### config.mk
export PLATFORM = sky130hd
export DESIGN_NAME = apple1_uart_bridge_flat
export DESIGN_NICKNAME = d
export VERILOG_FILES = /design/src/rtl/apple1_uart_bridge_if.sv /design/src/rtl/apple1_uart_bridge.sv /design/src/flat_wrapper.sv
export SDC_FILE = /design/constraint.sdc
export NUM_CORES = 1
export LEC_CHECK = 0
export ABC_AREA = 1
export ABC_CLOCK_PERIOD_IN_PS = 5500
export BUFFER_PORTS_ARGS = -buffer_cell sky130_fd_sc_hd__buf_4
export CORE_UTILIZATION = 52
export DETAILED_ROUTE_END_ITERATION = 12
export PLACE_DENSITY = 0.7
export REMOVE_ABC_BUFFERS = 1
export SLEW_MARGIN = 25
export SYNTH_ARGS = -nofsm -noshare
export SYNTH_HDL_FRONTEND = slang
export SYNTH_SLANG_ARGS = --single-unit
### constraint.sdc
create_clock -name clk -period 5.5 [get_ports clk]
set_clock_uncertainty 0.1 [all_clocks]
set_input_delay 1.1 -clock clk [delete_from_list [all_inputs] [get_ports clk]]
set_output_delay 1.1 -clock clk [all_outputs]
set_load 0.02 [all_outputs]
### src/rtl/apple1_uart_bridge_if.sv
// Apple-I PIA keyboard/display handshake bundle.
// master = bridge side, slave = PIA side.
interface apple1_uart_bridge_if;
    logic       kbd_rdy;
    logic       kbd_ack;
    logic [6:0] kbd_data;
    logic       dsp_rdy;
    logic       dsp_ack;
    logic [6:0] dsp_data;

    modport master (
        output kbd_rdy,
        output kbd_data,
        input  kbd_ack,
        input  dsp_rdy,
        input  dsp_data,
        output dsp_ack
    );

    modport slave (
        input  kbd_rdy,
        input  kbd_data,
        output kbd_ack,
        output dsp_rdy,
        output dsp_data,
        input  dsp_ack
    );
endinterface

### src/rtl/apple1_uart_bridge.sv
// UART <-> Apple-I PIA bridge: RX into keyboard FIFO,
// display characters out to TX with CR -> CR LF expansion.
module apple1_uart_bridge #(
    parameter int CLKS_PER_BIT = 434,
    parameter int FIFO_DEPTH   = 4
) (
    input  logic clk,
    input  logic reset,
    input  logic uart_rxd,
    output logic uart_txd,
    output logic rx_overrun,
    apple1_uart_bridge_if.master pia
);

    localparam int CW = $clog2(CLKS_PER_BIT);
    localparam int AW = $clog2(FIFO_DEPTH);
    localparam logic [CW-1:0] C_ONE  = CW'(1);
    localparam logic [CW-1:0] C_HALF = CW'(CLKS_PER_BIT / 2 - 1);
    localparam logic [CW-1:0] C_LAST = CW'(CLKS_PER_BIT - 1);
    localparam logic [AW:0]   F_FULL = (AW + 1)'(FIFO_DEPTH);
    localparam logic [AW:0]   F_ONE  = (AW + 1)'(1);

    typedef enum logic [1:0] {R_IDLE, R_START, R_DATA, R_STOP} rx_state_t;
    typedef enum logic [1:0] {K_IDLE, K_REQ, K_WAIT} kbd_state_t;
    typedef enum logic [1:0] {T_IDLE, T_SEND, T_ACK} tx_state_t;

    logic            rx_s1;
    logic            rx_s2;
    rx_state_t       rx_state;
    logic [CW-1:0]   rx_cnt;
    logic [2:0]      rx_bit;
    logic [7:0]      rx_sh;
    logic [6:0]      rx_byte;
    logic            rx_valid;

    logic [6:0]      norm_char;
    logic            norm_keep;

    logic [6:0]      mem [FIFO_DEPTH];
    logic [AW-1:0]   wr_ptr;
    logic [AW-1:0]   rd_ptr;
    logic [AW:0]     fifo_cnt;
    logic            empty;
    logic            full;
    logic            push;
    logic            pop;

    kbd_state_t      k_state;

    tx_state_t       tx_state;
    logic [9:0]      tx_sh;
    logic [3:0]      tx_bit;
    logic [CW-1:0]   tx_cnt;
    logic            tx_cr;

    // Two-flop synchroniser for the asynchronous serial input
    always_ff @(posedge clk or negedge reset) begin
        if (!reset) begin
            rx_s1 <= 1'b1;
            rx_s2 <= 1'b1;
        end else begin
            rx_s1 <= uart_rxd;
            rx_s2 <= rx_s1;
        end
    end

    // RX deframer: mid-bit sampling, glitch and framing rejection
    always_ff @(posedge clk or negedge reset) begin
        if (!reset) begin
            rx_state <= R_IDLE;
            rx_cnt   <= '0;
            rx_bit   <= '0;
            rx_sh    <= '0;
            rx_byte  <= '0;
            rx_valid <= 1'b0;
        end else begin
            rx_valid <= 1'b0;
            unique case (rx_state)
                R_IDLE: begin
                    if (!rx_s2) begin
                        rx_cnt   <= '0;
                        rx_state <= R_START;
                    end
                end
                R_START: begin
                    if (rx_cnt == C_HALF) begin
                        rx_cnt   <= '0;
                        rx_bit   <= '0;
                        rx_state <= rx_s2 ? R_IDLE : R_DATA;
                    end else begin
                        rx_cnt <= rx_cnt + C_ONE;
                    end
                end
                R_DATA: begin
                    if (rx_cnt == C_LAST) begin
                        rx_cnt <= '0;
                        rx_sh  <= {rx_s2, rx_sh[7:1]};
                        rx_bit <= rx_bit + 3'd1;
                        if (rx_bit == 3'd7)
                            rx_state <= R_STOP;
                    end else begin
                        rx_cnt <= rx_cnt + C_ONE;
                    end
                end
                R_STOP: begin
                    if (rx_cnt == C_LAST) begin
                        rx_cnt   <= '0;
                        rx_state <= R_IDLE;
                        if (rx_s2) begin
                            rx_byte  <= rx_sh[6:0];
                            rx_valid <= 1'b1;
                        end
                    end else begin
                        rx_cnt <= rx_cnt + C_ONE;
                    end
                end
                default: rx_state <= R_IDLE;
            endcase
        end
    end

    // Map terminal characters onto Apple-I keyboard codes
    always_comb begin
        norm_char = rx_byte;
        norm_keep = rx_valid;
        if (rx_byte >= 7'h61 && rx_byte <= 7'h7A)
            norm_char = rx_byte - 7'h20;
        else if (rx_byte == 7'h7F || rx_byte == 7'h08)
            norm_char = 7'h5F;
        else if (rx_byte == 7'h0A)
            norm_keep = 1'b0;
    end

    assign empty = (fifo_cnt == '0);
    assign full  = (fifo_cnt == F_FULL);
    assign pop   = (k_state == K_IDLE) && !empty && !pia.kbd_ack;
    assign push  = norm_keep && (!full || pop);

    // FIFO storage; contents are don't-care until written
    always_ff @(posedge clk) begin
        if (push)
            mem[wr_ptr] <= norm_char;
    end

    // FIFO pointers, occupancy and sticky overrun flag
    always_ff @(posedge clk or negedge reset) begin
        if (!reset) begin
            wr_ptr     <= '0;
            rd_ptr     <= '0;
            fifo_cnt   <= '0;
            rx_overrun <= 1'b0;
        end else begin
            if (push)
                wr_ptr <= wr_ptr + AW'(1);
            if (pop)
                rd_ptr <= rd_ptr + AW'(1);
            unique case ({push, pop})
                2'b10:   fifo_cnt <= fifo_cnt + F_ONE;
                2'b01:   fifo_cnt <= fifo_cnt - F_ONE;
                default: fifo_cnt <= fifo_cnt;
            endcase
            if (norm_keep && full && !pop)
                rx_overrun <= 1'b1;
        end
    end

    // Keyboard four-phase handshake towards the PIA
    always_ff @(posedge clk or negedge reset) begin
        if (!reset) begin
            k_state      <= K_IDLE;
            pia.kbd_rdy  <= 1'b0;
            pia.kbd_data <= '0;
        end else begin
            unique case (k_state)
                K_IDLE: begin
                    if (pop) begin
                        pia.kbd_data <= mem[rd_ptr];
                        pia.kbd_rdy  <= 1'b1;
                        k_state      <= K_REQ;
                    end
                end
                K_REQ: begin
                    if (pia.kbd_ack) begin
                        pia.kbd_rdy <= 1'b0;
                        k_state     <= K_WAIT;
                    end
                end
                K_WAIT: begin
                    if (!pia.kbd_ack)
                        k_state <= K_IDLE;
                end
                default: k_state <= K_IDLE;
            endcase
        end
    end

    // Display handshake and TX serialiser; ack after last stop bit
    always_ff @(posedge clk or negedge reset) begin
        if (!reset) begin
            tx_state    <= T_IDLE;
            tx_sh       <= '1;
            tx_bit      <= '0;
            tx_cnt      <= '0;
            tx_cr       <= 1'b0;
            uart_txd    <= 1'b1;
            pia.dsp_ack <= 1'b0;
        end else begin
            uart_txd <= 1'b1;
            unique case (tx_state)
                T_IDLE: begin
                    if (pia.dsp_rdy) begin
                        tx_sh    <= {1'b1, 1'b0, pia.dsp_data, 1'b0};
                        tx_bit   <= '0;
                        tx_cnt   <= '0;
                        tx_cr    <= (pia.dsp_data == 7'h0D);
                        tx_state <= T_SEND;
                    end
                end
                T_SEND: begin
                    uart_txd <= tx_sh[0];
                    if (tx_bit == 4'd10) begin
                        // stop bit is now on the line; ack one cycle after it ends
                        if (tx_cnt == C_ONE) begin
                            pia.dsp_ack <= 1'b1;
                            tx_state    <= T_ACK;
                        end else begin
                            tx_cnt <= tx_cnt + C_ONE;
                        end
                    end else if (tx_cnt == C_LAST) begin
                        tx_cnt <= '0;
                        if (tx_bit == 4'd9 && tx_cr) begin
                            tx_sh  <= {1'b1, 8'h0A, 1'b0};
                            tx_bit <= '0;
                            tx_cr  <= 1'b0;
                        end else begin
                            tx_sh  <= {1'b1, tx_sh[9:1]};
                            tx_bit <= tx_bit + 4'd1;
                        end
                    end else begin
                        tx_cnt <= tx_cnt + C_ONE;
                    end
                end
                T_ACK: begin
                    if (!pia.dsp_rdy) begin
                        pia.dsp_ack <= 1'b0;
                        tx_state    <= T_IDLE;
                    end
                end
                default: tx_state <= T_IDLE;
            endcase
        end
    end

endmodule

### src/flat_wrapper.sv
// flat-port wrapper written by rule: the top's interface ports become plain ports
module apple1_uart_bridge_flat 
#(
    parameter int CLKS_PER_BIT = 434,
    parameter int FIFO_DEPTH   = 4
)
  (clk, reset, uart_rxd, uart_txd, rx_overrun, pia_kbd_rdy, pia_kbd_data, pia_kbd_ack, pia_dsp_rdy, pia_dsp_data, pia_dsp_ack);
  apple1_uart_bridge_if pia_i ();
  input  logic clk;
  input  logic reset;
  input  logic uart_rxd;
  output logic uart_txd;
  output logic rx_overrun;
  output wire logic [$bits(pia_i.kbd_rdy)-1:0] pia_kbd_rdy;
  output wire logic [$bits(pia_i.kbd_data)-1:0] pia_kbd_data;
  input wire logic [$bits(pia_i.kbd_ack)-1:0] pia_kbd_ack;
  input wire logic [$bits(pia_i.dsp_rdy)-1:0] pia_dsp_rdy;
  input wire logic [$bits(pia_i.dsp_data)-1:0] pia_dsp_data;
  output wire logic [$bits(pia_i.dsp_ack)-1:0] pia_dsp_ack;
  assign pia_kbd_rdy = pia_i.kbd_rdy;
  assign pia_kbd_data = pia_i.kbd_data;
  assign pia_i.kbd_ack = pia_kbd_ack;
  assign pia_i.dsp_rdy = pia_dsp_rdy;
  assign pia_i.dsp_data = pia_dsp_data;
  assign pia_dsp_ack = pia_i.dsp_ack;
  apple1_uart_bridge #(.CLKS_PER_BIT(CLKS_PER_BIT), .FIFO_DEPTH(FIFO_DEPTH)) u_core (.clk(clk), .reset(reset), .uart_rxd(uart_rxd), .uart_txd(uart_txd), .rx_overrun(rx_overrun), .pia(pia_i));
endmodule
==> flow_summary.ini <==
[critical_path]
slowest_stage = fa_1
start_kind = input pin
cp_cell_sequence = buf_4 -> nor2_1 -> nand2_1 -> nand3_1 -> nand3_2 -> ha_1 -> inv_1 -> fa_1 -> a21oi_1 -> o21ai_0 -> xor2_1
required_ns = 5.66
cp_num_buf_inv = 2
worstReg2RegStart = u_core.rx_byte[5]
r2r-end = u_core.fifo_cnt[2]
cp.arrival_ns = 2.73
max_stage_delay_ns = 0.37
rrSetupSlack_ns = 3.02
ff2ff_path_depth = 13
crit_family = simple AND/OR/NAND/NOR gates
path_class = in -> reg
endpoint_kind = register
path_max_fanout = 7

[sta]
hold_violations = 0
period_needed_ns = 2.57
setup_viol = 0
min_period_over_period = 0.467
tightest_slew_ns = 0.947
slew_viol_final = 0
rsz0062_at_grt = false
max_freq_ghz = 0.389
final.setup.tns_ns = 0
relSlewSlack = 0.368

[clocking]
cts_buffers = 9
cts_sinks = 105
cts_tree = yes
path_clk_slew_ns = 0.10
h-tree-depth = 3
cts_root_buffer = clkbuf_8
cts.repair.resized = 0
clkLatencyLatePin_ns = 0.37
clockBufferDepth = 2
cts_hold_buf = 0
cts_setup_buffers = 0

[floorplan]
die_h_microns = 102
die_w_microns = 102
io_pins = 23
dieArea_sq_um = 10300
rows = 35
start_util = 0.548
core_sq_um = 9420

[synthesis]
synth_xor_xnor_area_share = 0.0136
seq_area_frac_synth = 0.540
synthCells = 588
syn_area_sq_um = 5160
synth.area.mux_share = 0
synth_warnings = 0
ys_seq_elements = 105
synth_top_family_by_area = simple AND/OR/NAND/NOR gates
syn_avg_cell_area_sq_um = 8.77
post_synth_and_or_nand_nor_area_fraction = 0.238
synth_cell_types = 39
synthAdderAreaFrac = 0.0548
synth-compound-area-share = 0.0908

[cells_and_area]
n_antenna_cell = 0
fillCellCount = 814
nNetsFinal = 643
syn2layout_area_growth_pct = 8.83
drive_gt1_frac = 0.114
stdcell_count = 743

[global_route]
grt_pass1_vias = 3691
grt_pass1_wl_microns = 16100
antenna_found_initial = 0
grt_use_total = 0.199
grt_max_degree = 78
grt_overflow = 0

[hold_path]
hp-start = u_core.rx_s1
hold_end = u_core.rx_s2
holdCritPathClass = reg -> reg
holdPathStages = 0

[placed_design]
dp.cells = 727
io_buffer_count = 22
post-dp-hpwl_microns = 6530
gp_congestion = 0.871

[job]
cap_violations = 0

[pwr]
share_comb_of_total_power = 0.250
total_leakage_power_nw = 2.69
p_int_mw = 1.32
peakVddDrop_uv = 165
power_switching_share = 0.332
clockPowerShare = 0.234
seqPwrFrac = 0.516
switching_power_uw = 659
power_density_nw_per_um2 = 353

[detailed_routing]
drt-vias-per-instance = 5.06
routed_wl_microns = 9060
antenna_left = 0
vias = 3757
firstDrtPassIters = 4
drc = 0
post_drt_wl_per_cell_microns = 12.2
dr.first_iter.drc_count = 174

[run_status]
outcome = complete, no violations
==> cell usage after synthesis <==
library cell    n  area (sq um)
nand2_1       136           510
nor2_1         80           300
dfrtp_1        65          1630
inv_1          65           244
o21ai_0        49           245
nand3_1        41           205
edfxtp_1       28           841
ha_1           21           263
a21oi_1        17          85.1
dfstp_2        12           315
nand4_1        11          68.8
a31oi_1         8          50.1
buf_2           6          30.0
xor2_1          6          52.6
inv_2           4          15.0
clkbuf_1        3          11.3
nor2_2          3          18.8
o21ai_2         3          26.3
o22ai_1         3          18.8
nand2_2         2          12.5
nand3_2         2          20.0
nand3b_1        2          15.0
nor3_1          2          10.0
o21ai_1         2          10.0
or2_2           2          12.5
xnor2_1         2          17.5
a21oi_2         1          8.76
buf_1           1          3.75
buf_4           1          7.51
buf_6           1          11.3
clkinv_2        1          5.00
fa_1            1          20.0
nand2_4         1          11.3
nand3_4         1          17.5
nor3_2          1          10.0
nor4_1          1          6.26
o21ai_4         1          16.3
o21bai_1        1          7.51
or2_1           1          6.26
==> placed cells by master, fill, tap and decap left out, types with 2 or more instances in the layout <==
cell type	synthesis	layout
a21oi_1	17	17
a31oi_1	8	8
buf_4	1	21
clkbuf_1	3	2
clkbuf_8	0	9
clkinv_2	1	2
clkinvlp_4	0	3
dfrtp_1	65	65
dfstp_2	12	12
edfxtp_1	28	28
ha_1	21	21
inv_1	65	65
inv_2	4	4
nand2_1	136	136
nand2_2	2	2
nand3_1	41	41
nand3_2	2	2
nand3b_1	2	2
nand4_1	11	11
nor2_1	80	80
nor2_2	3	3
nor3_1	2	2
o21ai_0	49	49
o21ai_1	2	2
o21ai_2	3	3
o22ai_1	3	3
or2_2	2	2
xnor2_1	2	2
xor2_1	6	6
==> per-layer routing <==
metal | global-route usage | share of wire | wire, microns | vias to the layer above
met5 | 0 | 0 | 0 | -
met4 | 0.0713 | 0.015 | 132 | 0
met3 | 0.0414 | 0.021 | 194 | 14
met1 | 0.248 | 0.48 | 4310 | 1758
met2 | 0.341 | 0.49 | 4420 | 36
li1 | - | - | - | 1949
==> logic make-up after synthesis <==
family,after synthesis
adder cells (fa/ha/maj),22
flip-flops,105
buffers and inverters,82
AND/OR/NAND/NOR,286
AO/OA/AOI/OAI,85
XOR/XNOR,8
==> through the flow <==
step                power, mW  hold slack [ns]  utilization  setup slack [ns]  area (sq um)
global route             2.13            0.264        0.596              2.78          5610
detailed placement       1.54            0.247        0.576              2.54          5420
floorplan                1.38            0.245            -              2.83          5090
CTS                      2.00            0.260        0.596              2.94          5610
global placement         1.52            0.248        0.576              2.58          5420
finish                   1.98            0.258        0.596              2.93          5610
==> worst register-to-register path, stage by stage, from the launching register on <==
cell and delay, ns:
dfrtp_1 0.42, ha_1 0.19, nand3_1 0.08, nor2_1 0.11, nand2_1 0.06, nand2_1 0.14
nand2_1 0.14, nand3_2 0.15, ha_1 0.16, inv_1 0.06, fa_1 0.37, a21oi_1 0.14
o21ai_0 0.11, xor2_1 0.15
==> sequential cells by signal (all words and copies together), names as in the netlist, named ones only <==
register / count
u_core.tx_state: 2
u_core.rx_state: 1
u_core.rd_ptr: 2
u_core.rx_s1: 1
u_core.tx_sh: 9
u_core.mem: 28
u_core.rx_sh: 8
u_core.rx_bit: 3
u_core.rx_s2: 1
u_core.rx_byte: 7
u_core.pia.kbd_data: 7
u_core.fifo_cnt: 3
u_core.pia.dsp_ack: 1
u_core.tx_cnt: 9
u_core.pia.kbd_rdy: 1
u_core.uart_txd: 1
u_core.rx_cnt: 9
u_core.tx_bit: 4
u_core.k_state: 2
u_core.tx_cr: 1
u_core.wr_ptr: 2
u_core.rx_valid: 1
u_core.rx_overrun: 1
==> worst max path at each step <==
| stage | from | to | slack [ns] | cells past startpoint |
|---|---|---|---|---|
| detailed placement | pia_kbd_ack | u_core.fifo_cnt[2] | 2.54 | 11 |
| CTS | pia_kbd_ack | u_core.fifo_cnt[2] | 2.94 | 11 |
| finish | pia_kbd_ack | u_core.fifo_cnt[2] | 2.93 | 11 |
| floorplan | pia_kbd_ack | u_core.fifo_cnt[2] | 2.83 | 10 |
| global placement | pia_kbd_ack | u_core.fifo_cnt[2] | 2.58 | 11 |
| global route | u_core.rx_byte[1] | u_core.fifo_cnt[2] | 2.78 | 13 |
==> layout make-up <==
class	instances	area, sq um	area share
multi-input combinational	401	2050	0.365
tap	129	161	0.0288
sequential	105	2780	0.496
clock inverter	5	57.6	0.0103
clock buffer	11	131	0.0234
inverter	70	264	0.0470
timing repair buffer	22	169	0.0301
==> power groups by stage <==
stage,registers [mW],clock network [mW],logic (mW)
6_report,1.02,0.465,0.496
5_1_grt,1.04,0.513,0.576
4_1_cts,1.02,0.481,0.499
3_5_place_dp,1.04,0,0.500
3_3_place_gp,1.03,0,0.483
2_1_floorplan,1.05,0,0.323
Note: power is estimated with default switching activity, not from simulation.
